### src/rtl/branch_resolve_unit_pkg.sv
// Shared constants for the branch resolve slice: branch/jump opcode
// encodings, default bus widths and the "free" (idle) bus values.
package branch_resolve_unit_pkg;

  localparam int INST_ADDR_BUS_W = 32;
  localparam int DATA_BUS_W      = 32;
  localparam int OP_BUS_W        = 6;

  localparam logic [OP_BUS_W-1:0] OP_NOP  = 6'h00;
  localparam logic [OP_BUS_W-1:0] OP_BEQ  = 6'h01;
  localparam logic [OP_BUS_W-1:0] OP_BNE  = 6'h02;
  localparam logic [OP_BUS_W-1:0] OP_BLT  = 6'h03;
  localparam logic [OP_BUS_W-1:0] OP_BGE  = 6'h04;
  localparam logic [OP_BUS_W-1:0] OP_BLTU = 6'h05;
  localparam logic [OP_BUS_W-1:0] OP_BGEU = 6'h06;
  localparam logic [OP_BUS_W-1:0] OP_JAL  = 6'h07;
  localparam logic [OP_BUS_W-1:0] OP_JALR = 6'h08;

  localparam logic [INST_ADDR_BUS_W-1:0] ADDR_FREE = '0;
  localparam logic [DATA_BUS_W-1:0]      DATA_FREE = '0;

  function automatic logic is_link_op(input logic [OP_BUS_W-1:0] op);
    return (op == OP_JAL) || (op == OP_JALR);
  endfunction

endpackage

### src/rtl/branch_resolve_unit_redirect_fifo.sv
// Redirect FIFO: synchronous FIFO with a registered head.
// Ports:
//   clk, rst (sync, active-high), i_rdy (global enable; all state holds when low)
//   i_push / i_din      : write request and data
//   i_pop_ready         : consumer accepts head this cycle
//   o_head_valid/o_head_data : registered head entry
//   o_full              : occupancy == DEPTH (combinational)
//   o_drop              : push rejected this cycle (full, no simultaneous pop)
module redirect_fifo
  import branch_resolve_unit_pkg::*;
#(
  parameter int W     = 33,
  parameter int DEPTH = 2
) (
  input  logic         clk,
  input  logic         rst,
  input  logic         i_rdy,
  input  logic         i_push,
  input  logic [W-1:0] i_din,
  input  logic         i_pop_ready,
  output logic         o_head_valid,
  output logic [W-1:0] o_head_data,
  output logic         o_full,
  output logic         o_drop
);

  localparam int PTR_W = (DEPTH > 1) ? $clog2(DEPTH) : 1;

  logic [W-1:0]     r_mem [DEPTH];
  logic [PTR_W-1:0] r_rd_ptr;
  logic [PTR_W-1:0] r_wr_ptr;
  logic [PTR_W:0]   r_count;
  logic             r_head_valid;
  logic [W-1:0]     r_head_data;

  logic             w_full;
  logic             w_pop;
  logic             w_push_ok;
  logic [PTR_W-1:0] w_rd_next;
  logic [PTR_W:0]   w_count_next;
  logic [W-1:0]     w_head_next;

  assign w_full    = (r_count == (PTR_W+1)'(DEPTH));
  assign w_pop     = i_rdy & r_head_valid & i_pop_ready;
  // A pop in the same cycle frees a slot, so a full FIFO still accepts.
  assign w_push_ok = i_rdy & i_push & (~w_full | w_pop);
  assign o_drop    = i_rdy & i_push & w_full & ~w_pop;

  assign w_rd_next    = r_rd_ptr + PTR_W'(w_pop);
  assign w_count_next = r_count + (PTR_W+1)'(w_push_ok) - (PTR_W+1)'(w_pop);

  // The head register is loaded with whatever entry sits at the next read
  // pointer; that entry may be the one being written this very cycle.
  always_comb begin
    w_head_next = '0;
    if (w_count_next != '0) begin
      if (w_push_ok && (w_rd_next == r_wr_ptr)) begin
        w_head_next = i_din;
      end else begin
        w_head_next = r_mem[w_rd_next];
      end
    end
  end

  always_ff @(posedge clk) begin
    if (i_rdy && w_push_ok) begin
      r_mem[r_wr_ptr] <= i_din;
    end
  end

  always_ff @(posedge clk) begin
    if (rst) begin
      r_rd_ptr     <= '0;
      r_wr_ptr     <= '0;
      r_count      <= '0;
      r_head_valid <= 1'b0;
      r_head_data  <= '0;
    end else if (i_rdy) begin
      r_rd_ptr     <= w_rd_next;
      r_wr_ptr     <= r_wr_ptr + PTR_W'(w_push_ok);
      r_count      <= w_count_next;
      r_head_valid <= (w_count_next != '0);
      r_head_data  <= w_head_next;
    end
  end

  assign o_head_valid = r_head_valid;
  assign o_head_data  = r_head_data;
  assign o_full       = w_full;

endmodule

### src/rtl/branch_resolve_unit.sv
// Branch resolve unit: evaluates one issued branch/jump per cycle, computes
// the next PC and link value, and queues {addr, taken} into the redirect
// FIFO drained by fetch. Keeps resolved/taken counters and a sticky overflow.
// Ports:
//   clk, rst (sync, active-high), rdy (global enable)
//   BranchWorkEn, operandO, operandT, imm, opCode, PC : issued branch
//   jumpValid, jumpAddr, jumpTaken, jumpReady          : redirect handshake
//   linkEn, linkData                                   : JAL/JALR link pulse
//   branchFull, overflow, statResolved, statTaken      : status
module branch_resolve_unit
  import branch_resolve_unit_pkg::*;
#(
  parameter int ADDR_W = 32,
  parameter int DATA_W = 32,
  parameter int OP_W   = 6,
  parameter int DEPTH  = 2
) (
  input  logic              clk,
  input  logic              rst,
  input  logic              rdy,
  input  logic              BranchWorkEn,
  input  logic [DATA_W-1:0] operandO,
  input  logic [DATA_W-1:0] operandT,
  input  logic [DATA_W-1:0] imm,
  input  logic [OP_W-1:0]   opCode,
  input  logic [ADDR_W-1:0] PC,
  output logic              jumpValid,
  output logic [ADDR_W-1:0] jumpAddr,
  output logic              jumpTaken,
  input  logic              jumpReady,
  output logic              linkEn,
  output logic [DATA_W-1:0] linkData,
  output logic              branchFull,
  output logic              overflow,
  output logic [31:0]       statResolved,
  output logic [31:0]       statTaken
);

  logic              w_accept;
  logic              w_taken;
  logic              w_is_link;
  logic              w_is_jalr;
  logic [ADDR_W-1:0] w_pc_plus4;
  logic [ADDR_W-1:0] w_pc_imm;
  logic [DATA_W-1:0] w_rs_sum;
  logic [ADDR_W-1:0] w_rs_sum_a;
  logic [ADDR_W-1:0] w_jalr_tgt;
  logic [ADDR_W-1:0] w_target;
  logic [ADDR_W:0]   w_head;
  logic              w_drop;

  logic              r_link_en;
  logic [DATA_W-1:0] r_link_data;
  logic              r_overflow;
  logic [31:0]       r_stat_resolved;
  logic [31:0]       r_stat_taken;

  assign w_accept = rdy & BranchWorkEn;

  always_comb begin
    w_taken   = 1'b0;
    w_is_link = 1'b0;
    w_is_jalr = 1'b0;
    case (opCode)
      OP_BEQ:  w_taken = (operandO == operandT);
      OP_BNE:  w_taken = (operandO != operandT);
      OP_BLT:  w_taken = ($signed(operandO) <  $signed(operandT));
      OP_BGE:  w_taken = ($signed(operandO) >= $signed(operandT));
      OP_BLTU: w_taken = (operandO <  operandT);
      OP_BGEU: w_taken = (operandO >= operandT);
      OP_JAL: begin
        w_taken   = 1'b1;
        w_is_link = 1'b1;
      end
      OP_JALR: begin
        w_taken   = 1'b1;
        w_is_link = 1'b1;
        w_is_jalr = 1'b1;
      end
      default: ;
    endcase
  end

  // All target adds wrap silently at the address width.
  assign w_pc_plus4 = PC + ADDR_W'(4);
  assign w_pc_imm   = PC + ADDR_W'(imm);
  assign w_rs_sum   = operandO + imm;
  assign w_rs_sum_a = ADDR_W'(w_rs_sum);
  assign w_jalr_tgt = {w_rs_sum_a[ADDR_W-1:1], 1'b0};

  always_comb begin
    w_target = w_pc_plus4;
    if (w_taken) begin
      w_target = w_is_jalr ? w_jalr_tgt : w_pc_imm;
    end
  end

  // Every accepted branch is queued, taken or not, so fetch always
  // receives a resolution.
  redirect_fifo #(
    .W     (ADDR_W + 1),
    .DEPTH (DEPTH)
  ) u_redirect_fifo (
    .clk          (clk),
    .rst          (rst),
    .i_rdy        (rdy),
    .i_push       (w_accept),
    .i_din        ({w_target, w_taken}),
    .i_pop_ready  (jumpReady),
    .o_head_valid (jumpValid),
    .o_head_data  (w_head),
    .o_full       (branchFull),
    .o_drop       (w_drop)
  );

  assign jumpAddr  = w_head[ADDR_W:1];
  assign jumpTaken = w_head[0];

  always_ff @(posedge clk) begin
    if (rst) begin
      r_stat_resolved <= '0;
      r_stat_taken    <= '0;
      r_overflow      <= 1'b0;
    end else begin
      if (w_accept) begin
        r_stat_resolved <= r_stat_resolved + 32'd1;
        if (w_taken) begin
          r_stat_taken <= r_stat_taken + 32'd1;
        end
      end
      if (w_drop) begin
        r_overflow <= 1'b1;
      end
    end
  end

  // linkEn is a single-cycle pulse: it clears in any cycle without a
  // JAL/JALR accept, including cycles where rdy is low.
  always_ff @(posedge clk) begin
    if (rst) begin
      r_link_en   <= 1'b0;
      r_link_data <= '0;
    end else begin
      r_link_en <= w_accept & w_is_link;
      if (w_accept && w_is_link) begin
        r_link_data <= DATA_W'(w_pc_plus4);
      end
    end
  end

  assign linkEn       = r_link_en;
  assign linkData     = r_link_data;
  assign overflow     = r_overflow;
  assign statResolved = r_stat_resolved;
  assign statTaken    = r_stat_taken;

endmodule

### config.mk
export PLATFORM = sky130hd
export DESIGN_NAME = branch_resolve_unit
export DESIGN_NICKNAME = d
export VERILOG_FILES = /design/src/rtl/branch_resolve_unit_pkg.sv /design/src/rtl/branch_resolve_unit_redirect_fifo.sv /design/src/rtl/branch_resolve_unit.sv
export SDC_FILE = /design/constraint.sdc
export NUM_CORES = 1
export LEC_CHECK = 0
export CELL_PAD_IN_SITES_DETAIL_PLACEMENT = 2
export CELL_PAD_IN_SITES_GLOBAL_PLACEMENT = 2
export CORE_MARGIN = 1
export CORE_UTILIZATION = 33
export DETAILED_ROUTE_END_ITERATION = 8
export PLACE_DENSITY = 0.92
export SKIP_CTS_REPAIR_TIMING = 1
export SYNTH_ARGS = -nofsm -noshare
export SYNTH_HDL_FRONTEND = slang
export SYNTH_SLANG_ARGS = --single-unit
### constraint.sdc
create_clock -name clk -period 11.35 [get_ports clk]
set_clock_uncertainty 0.2 [all_clocks]
set_input_delay 2.27 -clock clk [delete_from_list [all_inputs] [get_ports clk]]
set_output_delay 2.27 -clock clk [all_outputs]
set_load 0.01 [all_outputs]
==> results of run 1 <==
## layout by cell type, fill, tap and decap left out, drive strengths merged, types with 19 or more instances in the layout
master	Yosys	routed
ha	98	98
nand4	39	39
clkdlybuf4s50	0	270
edfxtp	66	66
dfxtp	136	136
inv	65	65
clkbuf	45	24
and3	19	19
a221o	20	20
nor3	27	27
nand2	171	171
a21o	21	21
o21ai	73	73
xnor2	57	57
nand3	53	53
xor2	65	65
a211oi	44	44
mux2i	37	37
nor2	161	161
a21oi	139	139
## layer usage
metal / up-vias / GRT usage
met2: 403 / 0.4757
met1: 6749 / 0.3016
li1: 6196 / -
met4: 2 / 0.1026
met5: - / 0
met3: 121 / 0.04623
## how the worst min path moves through the flow
stage                                    from                              to  slack [ns]  cells past startpoint
6_report                             overflow                        overflow        0.28                      2
2_1_floorplan      u_redirect_fifo.r_count[0]      u_redirect_fifo.r_count[0]        0.28                      2
5_1_grt        u_redirect_fifo.o_head_data[4]  u_redirect_fifo.o_head_data[4]        0.32                      1
3_5_place_dp                         overflow                        overflow        0.26                      2
3_3_place_gp                         overflow                        overflow        0.25                      2
4_1_cts                              overflow                        overflow        0.28                      2
## sequential cells by signal, indices dropped and copies added (netlist names)
name / cells
u_redirect_fifo.r_count: 2
u_redirect_fifo.r_wr_ptr: 1
linkEn: 1
overflow: 1
statResolved: 32
linkData: 32
u_redirect_fifo.r_rd_ptr: 1
u_redirect_fifo.r_mem: 66
u_redirect_fifo.o_head_data: 33
u_redirect_fifo.o_head_valid: 1
statTaken: 32
## cell type report
type / count / area, µm²
tap: 525 / 656.9
clock buffer: 24 / 578.1
fill: 4408 / 22480
inverter: 66 / 252.7
multi-input combinational: 1233 / 8169
sequential: 202 / 4705
timing repair buffer: 281 / 2785
clock inverter: 16 / 201.4
## critical path, stage by stage
cell and delay, ns:
clkdlybuf4s50_1 0.49, ha_1 0.50, nand4_4 0.20, or4_4 0.61
nor4_2 0.28, a211oi_1 0.14, nand3_1 0.10, and4_4 0.52
clkinv_4 0.52, mux2i_1 0.60, nand2_1 0.17, o21ai_0 0.15
## power breakdown
group | switching, µW | internal (µW)
Clock | 318 | 462
Combinational | 275 | 192
Sequential | 14.9 | 773
Total | 608 | 1430
## cell families after synthesis
family          synth area share
buf+inv                  0.03707
mux                      0.02947
simple gates              0.2046
flops                     0.3529
fa+ha+maj                0.09498
xor+xnor                 0.08015
compound gates            0.2008
## per-stage QoR
stage / worst slack (ns) / utilization / instances
2_1_floorplan: 5.566 / - / 1558
3_3_place_gp: 4.629 / 0.4160 / 2307
3_5_place_dp: 4.407 / 0.4160 / 2307
4_1_cts: 4.964 / 0.4356 / 2347
5_1_grt: 4.663 / 0.4356 / 2347
6_report: 4.938 / 0.4356 / 2347
==> flow_summary.ini, run 1 <==
[outcome]
status = completed

[logic_synthesis]
synthDistinctLibCells = 78
ys_seq_area_frac = 0.3529
netlist.top_cell.by_area = dfxtp_1
syn-cell-area_um2 = 13330
yosys.cell_count.top_type = nand2_1
yosys_most_used_dff = dfxtp_1
synth-edff-count = 66
most_frequent_cells_after_synthesis = nand2_1 (170), nor2_1 (161), a21oi_1 (139), dfxtp_1 (136), ha_1 (98)
post_synth_inst_count = 1558
synthTopCellsByArea = dfxtp_1 (20%), edfxtp_1 (15%), ha_1 (9.2%)
postSynth.asyncResetShare = 0
synthDominantCellAreaShare = 0.2042
syn-mean-instance-area_um2 = 8.557
synthesized_net_count = 1797
ys_ff_latch = 202
ys.warnings.count = 0

[floorplanning]
die_area_um2 = 41210
floorplan.io_pins = 272
starting_density_of_the_core = 0.3348
die_h_um = 203.0
rows = 73
die-width_um = 203.0
core_area_um2 = 39820

[routing]
routed_wl_um = 54930
drt_first_iter_violations = 625
drc_errors = 0
met2RoutedLength_um = 27710
routedWlPerCell_um = 23.40
routed-wl-met3_um = 2809
via_count = 13470
highest_routed_metal_layer = met5
routed_via_density = 5.740
met1_length_um = 22360
drt.antenna.violating_nets = 0
drt_first_pass_iters = 5

[power]
power_leakage_uw = 0.006479
ir_drop_uv = 108.3
power-per-cell-area_nw_per_um2 = 117.3
total_power_uw = 2035

[global_route]
overflow = 0
grt_first_pass_wirelength_um = 85240
antenna_found_initial = 1
gr-usage-all-layers = 0.2615
grt_pass1_vias = 15040
grt_max_degree = 74

[critical_path]
critical_path_peak_fanout = 56
cp.arrival_ns = 6.63
worst-endpoint-required_ns = 11.56
worstRegToRegCells = 12
reg2reg_to = u_redirect_fifo.o_head_data[32]
worst_r2r_startpoint = u_redirect_fifo.o_head_valid
rrSetupSlack_ns = 7.15
critical_path.startpoint = operandO[31]
cp-start-kind = primary input
crit_end = u_redirect_fifo.o_head_data[5]
timing.setup.critical_path_class = in -> reg
setup.worst_path.end_class = register

[clock_network]
tritoncts_buffer_count = 22
cts_root_buffer = clkbuf_16
clock-sinks = 202
cts_tree = done
clk_pin_slew_ns = 0.06
insertion_delay_ns = 0.52
htree_num_levels = 1
cts_max_path_buffers = 3

[placed_design]
place_congestion = 0.8815
hpwlAfterDp_um = 42000
io_buffer_count = 271
placed_area_um2 = 16570

[final_layout]
synth_to_final_area_change_pct = 30.13
drive_gt1_frac = 0.04501
n_antenna_cell = 0
finalInstanceArea_um2 = 17350
layout.nets = 2045

[flow_run]
drv.max_cap_violation_count = 0

[timing]
hold-worst-slack_ns = 0.2763
finalSetupViolations = 0
timing.max_slew.rel_slack = 0.3264
tightestPinTransition_ns = 0.9849
final_period_minus_worst_setup_slack_ns = 6.412
max_slew_violation_total_from_the_final_report = 0
report.final.hold_viol_count = 0
max_clock_freq_mhz = 156.0
rsz0062_at_grt = no
fin_crit_sh = 0.5649
setup_total_negative_slack_ns = 0

[worst_hold_path]
worstHoldPathType = reg -> reg
No activity file was read; power rests on OpenSTA's default activity.
==> inputs of run 2 (changes only) <==
--- a/config.mk
+++ b/config.mk
@@ -8,9 +8,9 @@
 export CELL_PAD_IN_SITES_DETAIL_PLACEMENT = 2
 export CELL_PAD_IN_SITES_GLOBAL_PLACEMENT = 2
 export CORE_MARGIN = 1
-export CORE_UTILIZATION = 33
+export CORE_UTILIZATION = 31
 export DETAILED_ROUTE_END_ITERATION = 8
-export PLACE_DENSITY = 0.92
+export PLACE_DENSITY = 0.87
 export SKIP_CTS_REPAIR_TIMING = 1
 export SYNTH_ARGS = -nofsm -noshare
 export SYNTH_HDL_FRONTEND = slang
==> constraint.sdc (replaced) <==
create_clock -name clk -period 5.9 [get_ports clk]
set_clock_uncertainty 0.2 [all_clocks]
set_input_delay 1.18 -clock clk [delete_from_list [all_inputs] [get_ports clk]]
set_output_delay 1.18 -clock clk [all_outputs]
set_load 0.01 [all_outputs]
==> flow_summary.ini, run 2 (synthesis results as in run 1) <==
[final_layout]
n_antenna_cell = 0
final_cell_mix = clkdlybuf4s50_1 (270), nand2_1 (170), nor2_1 (161)
mostFrequentLayoutCell = clkdlybuf4s50_1
layout.nets = 2056
registers.top_by_ff_count = u_redirect_fifo.r_mem
synth_to_final_area_change_pct = 30.45
drive_gt1_frac = 0.04801
finalInstanceArea_um2 = 17390
nFillCells = 4639
number_of_flip_flops_in_the_largest_register = 66

[outcome]
status = completed

[placed_design]
place_congestion = 0.8782
io_buffer_count = 271
hpwlAfterDp_um = 41390
placed_area_um2 = 16670

[clock_network]
htree_num_levels = 1
clk_pin_slew_ns = 0.06
tritoncts_buffer_count = 22
clock-sinks = 202
cts_max_path_buffers = 3
cts_root_buffer = clkbuf_16
insertion_delay_ns = 0.52
cts_tree = done

[critical_path]
critPathMaxStageDelay_ns = 0.57
critical_path.startpoint = rdy
worst_r2r_startpoint = u_redirect_fifo.o_head_valid
worst-endpoint-required_ns = 6.06
timing.setup.critical_path_class = in -> reg
crit_slowest_cell = clkdlybuf4s50_1
cp.arrival_ns = 5.20
setup.worst_path.end_class = register
critical_path.cell_chain = clkdlybuf4s50_1 > nand3_1 > and2_1 > nor2_1 > ha_1 > xnor2_1 > xnor2_1 > o21ai_0 > nor2_1 > nand3_1 > nor3_1 > a211oi_1 > o21ai_0
critical_path_peak_fanout = 9
cp-start-kind = primary input

[global_route]
overflow = 0
grt_pass1_vias = 14350
grt_max_degree = 64
grt_met3_use = 0.04354
gr-usage-all-layers = 0.2382
groute.layer.met2.usage = 0.4302
global_route.usage.met1 = 0.2867
antenna_found_initial = 2
grt_first_pass_wirelength_um = 82190
top_usage_layer = met2

[power]
switching_share = 0.2991
power-per-cell-area_nw_per_um2 = 219.4
sequentialPowerShare = 0.397
power.combinational.fraction = 0.235
clockPowerShare = 0.367
ir_drop_uv = 128.8
power_leakage_uw = 0.006515
intPower_uw = 2674
net-switching-power_uw = 1141

[timing]
max_clock_freq_mhz = 198.6
max_slew_violation_total_from_the_final_report = 0
tightestPinTransition_ns = 0.9295
timing.max_slew.rel_slack = 0.3798
finalSetupViolations = 0
rsz0062_at_grt = no
final_period_minus_worst_setup_slack_ns = 5.037
report.final.hold_viol_count = 0
setup_total_negative_slack_ns = 0
fin_crit_sh = 0.8536

[routing]
drt.antenna.violating_nets = 0
drt_first_iter_violations = 460
routedWlPerCell_um = 22.32
drc_errors = 0
via_count = 13240
routed_wl_um = 52950
routed_via_density = 5.581
drt_first_pass_iters = 4

[floorplanning]
die_area_um2 = 43840
starting_density_of_the_core = 0.3164
floorplan.io_pins = 272
die-width_um = 209.4
rows = 75
die_h_um = 209.4
core_area_um2 = 42130

[flow_run]
drv.max_cap_violation_count = 0

[worst_hold_path]
holdCritStartpoint = u_redirect_fifo.o_head_data[2]
worstHoldPathType = reg -> reg
==> run 2: changes by cell type in the layout (fill, tap and decap cells not counted), sizes merged <==
cell	delta
buf	+11
clkbuf	+2
inv	+1
bufinv	-2
clkinvlp	-3
clkinv	+2
==> run 2: worst paths after layout <==
kind / cells after the start / endpoint / slack, ns
min reg2reg: 1 / u_redirect_fifo.o_head_data[2] / 0.29
min: 1 / u_redirect_fifo.o_head_data[2] / 0.29
max: 13 / u_redirect_fifo.o_head_data[32] / 0.86
max reg2reg: 12 / u_redirect_fifo.o_head_data[32] / 1.68
==> run 2: area by class of cell <==
cell class / instances / area [µm²] / area share
Timing Repair Buffer: 292 / 2868 / 0.1649
Clock inverter: 14 / 126.4 / 0.007267
Inverter: 66 / 252.7 / 0.01453
Tap cell: 539 / 674.4 / 0.03878
Clock buffer: 26 / 596.8 / 0.03432
Sequential cell: 202 / 4705 / 0.2705
Multi-Input combinational cell: 1233 / 8168 / 0.4697
==> run 2: critical path: cells and delay by family <==
| family | cells | cell delay (ns) |
|---|---|---|
| fa+ha+maj | 1 | 0.27 |
| compound gates | 3 | 1.11 |
| simple gates | 6 | 1.80 |
| buf+inv | 1 | 0.57 |
| xor+xnor | 2 | 0.27 |
==> run 2: stage by stage <==
step / total power, µW / hold WS, ns / util / setup slack, ns / instances
2_1_floorplan: 2050 / 0.2836 / - / 1.206 / 1558
3_3_place_gp: 2385 / 0.2474 / 0.3956 / 0.6058 / 2332
3_5_place_dp: 2431 / 0.2793 / 0.3956 / 0.3991 / 2332
4_1_cts: 3850 / 0.2953 / 0.4127 / 0.9331 / 2372
5_1_grt: 3986 / 0.3159 / 0.4127 / 0.5809 / 2372
6_report: 3815 / 0.2873 / 0.4127 / 0.8635 / 2372
==> run 2: power groups by stage <==
| stage | sequential [µW] | clock (µW) | combinational, µW |
|---|---|---|---|
| after floorplan | 1540 | 0 | 507 |
| after global placement | 1540 | 0 | 844 |
| after detailed placement | 1550 | 0 | 886 |
| after CTS | 1520 | 1440 | 896 |
| after global routing | 1520 | 1490 | 975 |
| final | 1520 | 1400 | 898 |
==> run 2: metal layers <==
metal	part of all wire	vias to the layer above
met5	0.00057	-
met4	0.025	4
met3	0.046	81
met2	0.50	308
met1	0.43	6626
li1	-	6218
==> edit: new RTL, config.mk and constraints of run 2 <==
Set the parameter `ADDR_W` to 64 (it was 32).
--- a/src/rtl/branch_resolve_unit.sv
+++ b/src/rtl/branch_resolve_unit.sv
@@ -12,3 +12,3 @@
 #(
-  parameter int ADDR_W = 32,
+  parameter int ADDR_W = 64,
   parameter int DATA_W = 32,
Interface: changed (resized PC and jumpAddr); port bits go from 272 to 336. The function was not compared with the original's and may differ.
==> edit against run 2 <==
- sequential cell count up 96
- global-route usage up 1.9 points
- clock power up 66%
- sequential share of layout area up 3.7 points
- power up 50%
- fmax down 1.6%
- largest power group is now the clock network
- register-to-register slack better by 0.14 ns
- wire length up 47%
- area after synthesis up 35%
- cell area up 36%
- setup slack worse by 0.084 ns
==> edit: results (changes against run 2) <==
* Post-DP HPWL at 59.12 mm (was 41.39 mm)
* Crit-path max FO at 10 (was 9)
* Top FF cell, synth: dfxtp_1 (unchanged)
* Worst r2r dst: u_redirect_fifo.o_head_data[36] (was u_redirect_fifo.o_head_data[32])
* Vias in the first global route at 19290 (was 14350)
* WHS Path Cells at 2 (was 1)
* First-pass iteration count of the detailed router at 5 (was 4)
* I/O Buffers at 335 (was 271)
* Maximum number of pins on one net before global-route repair at 77 (was 64)
* Met2 global-route usage at 45.48% (was 43.02%)
* Leakage power at 8.794 nW (was 6.515 nW)
* DR WL/cell at 24.69 um (was 22.32 um)
* Total track usage at 25.77% (was 23.82%)
* R2R Setup Slk at 1.82 ns (was 1.68 ns)
* EDFF count, synth at 130 (was 66)
* Clk_lat worst skew at 0.56 ns (was 0.52 ns)
* Num CTS Buffers at 37 (was 22)
* CP required at 6.14 ns (was 6.06 ns)
* Max VDD drop at 0.1675 mV (was 0.1288 mV)
* Met1 Use GR at 31.84% (was 28.67%)
* Hold path startpoint: u_redirect_fifo.o_head_data[16] (was u_redirect_fifo.o_head_data[2])
* R2R depth at 13 (was 12)
* Final #Nets at 2629 (was 2056)
* WHS Endpoint: u_redirect_fifo.o_head_data[16] (was u_redirect_fifo.o_head_data[2])
* Placed cells at 3083 (was 2332)
* Hold Path Class: reg2reg (unchanged)
* Worst-Margin Slew at 1.037 ns (was 0.9295 ns)
* Sequential area share after synthesis at 40.25% (was 35.29%)
* Final WL at 77.78 mm (was 52.95 mm)
* Most used standard cells in the synthesized netlist: nand2_1 (283), nor2_1 (201), a21oi_1 (170) (was nand2_1 (170), nor2_1 (161), a21oi_1 (139))
* Syn nets at 2305 (was 1797)
* Dpl cell area at 0.02241 sq mm (was 0.01667 sq mm)
* Max reg flops at 130 (was 66)
* Slowest-stage cell, CP: and4_1 (was clkdlybuf4s50_1)
* Vias per cell at 5.565 (was 5.581)
* Mapped Cells at 2033 (was 1558)
* Synth unique cells at 89 (was 78)
* Worst EP arrival at 5.36 ns (was 5.20 ns)
* Status: completed (unchanged)
* Setup crit end: u_redirect_fifo.o_head_data[39] (was u_redirect_fifo.o_head_data[32])
* Top cells by area, synth: edfxtp_1 (22%), dfxtp_1 (19%), ha_1 (6.9%) (was dfxtp_1 (20%), edfxtp_1 (15%), ha_1 (9.2%))
* GR Layer Usage met3 at 4.120% (was 4.354%)
* Placer Congestion at 0.8954 (was 0.8782)
* Clock H-tree levels at 2 (was 1)
* CP startpoint: operandT[31] (was rdy)
edit: changes by cell type in the layout (fill, tap and decap cells not counted), sizes merged, moves of 24 or more:
cell	delta
edfxtp	+64
dfxtp	+32
clkbuf	+26
clkdlybuf4s50	+64
xor2	+44
nand3	+33
buf	+24
nor2	+40
nand2	+114
a21oi	+31
edit: layer usage:
| layer | part of all wire, % | wire (um) |
|---|---|---|
| met4 | 2.9 | 2286 |
| met3 | 4.9 | 3796 |
| met5 | 0.057 | 44 |
| met2 | 50 | 38880 |
| met1 | 42 | 32770 |
edit: per-stage QoR:
step           setup slack (ns)  hold slack [ns]
6_report                 0.7797           0.2436
5_1_grt                  0.5978           0.2714
4_1_cts                  0.7991           0.2465
3_5_place_dp             0.2415           0.2375
3_3_place_gp             0.4127           0.2351
2_1_floorplan            0.9602           0.2625
edit: area by class of cell:
cell class,instances,area [sq um]
Antenna cell,1,2.502
Fill cell,6265,33960
Timing Repair Buffer,380,3739
Inverter,60,225.2
Sequential cell,298,7267
Multi-Input combinational cell,1580,10220
Clock inverter,15,170.2
Clock buffer,52,1044
Tap cell,765,957.2
edit: power by group:
group	switching, mW	internal (mW)	leakage [nW]
logic	0.673	0.459	5.65
registers	0.0466	2.24	2.55
clock network	0.951	1.37	0.589
edit: worst min-delay path, delay by kind of cell, from the launching register on:
| kind | cells | cell delay (ns) |
|---|---|---|
| flip-flops | 1 | 0.31 |
| AND/OR/NAND/NOR | 2 | 0.09 |
edit: cells by family (layout without fill, tap and decap cells):
family          Yosys count  count (layout)  synth area share, %
other cells               0               1                    0
compound gates          523             523                20.06
mux                      25              25                1.407
simple gates            772             772                19.94
buf+inv                 155             507                3.548
xor+xnor                159             159                7.713
fa+ha+maj               101             101                7.082
flops                   298             298                40.25
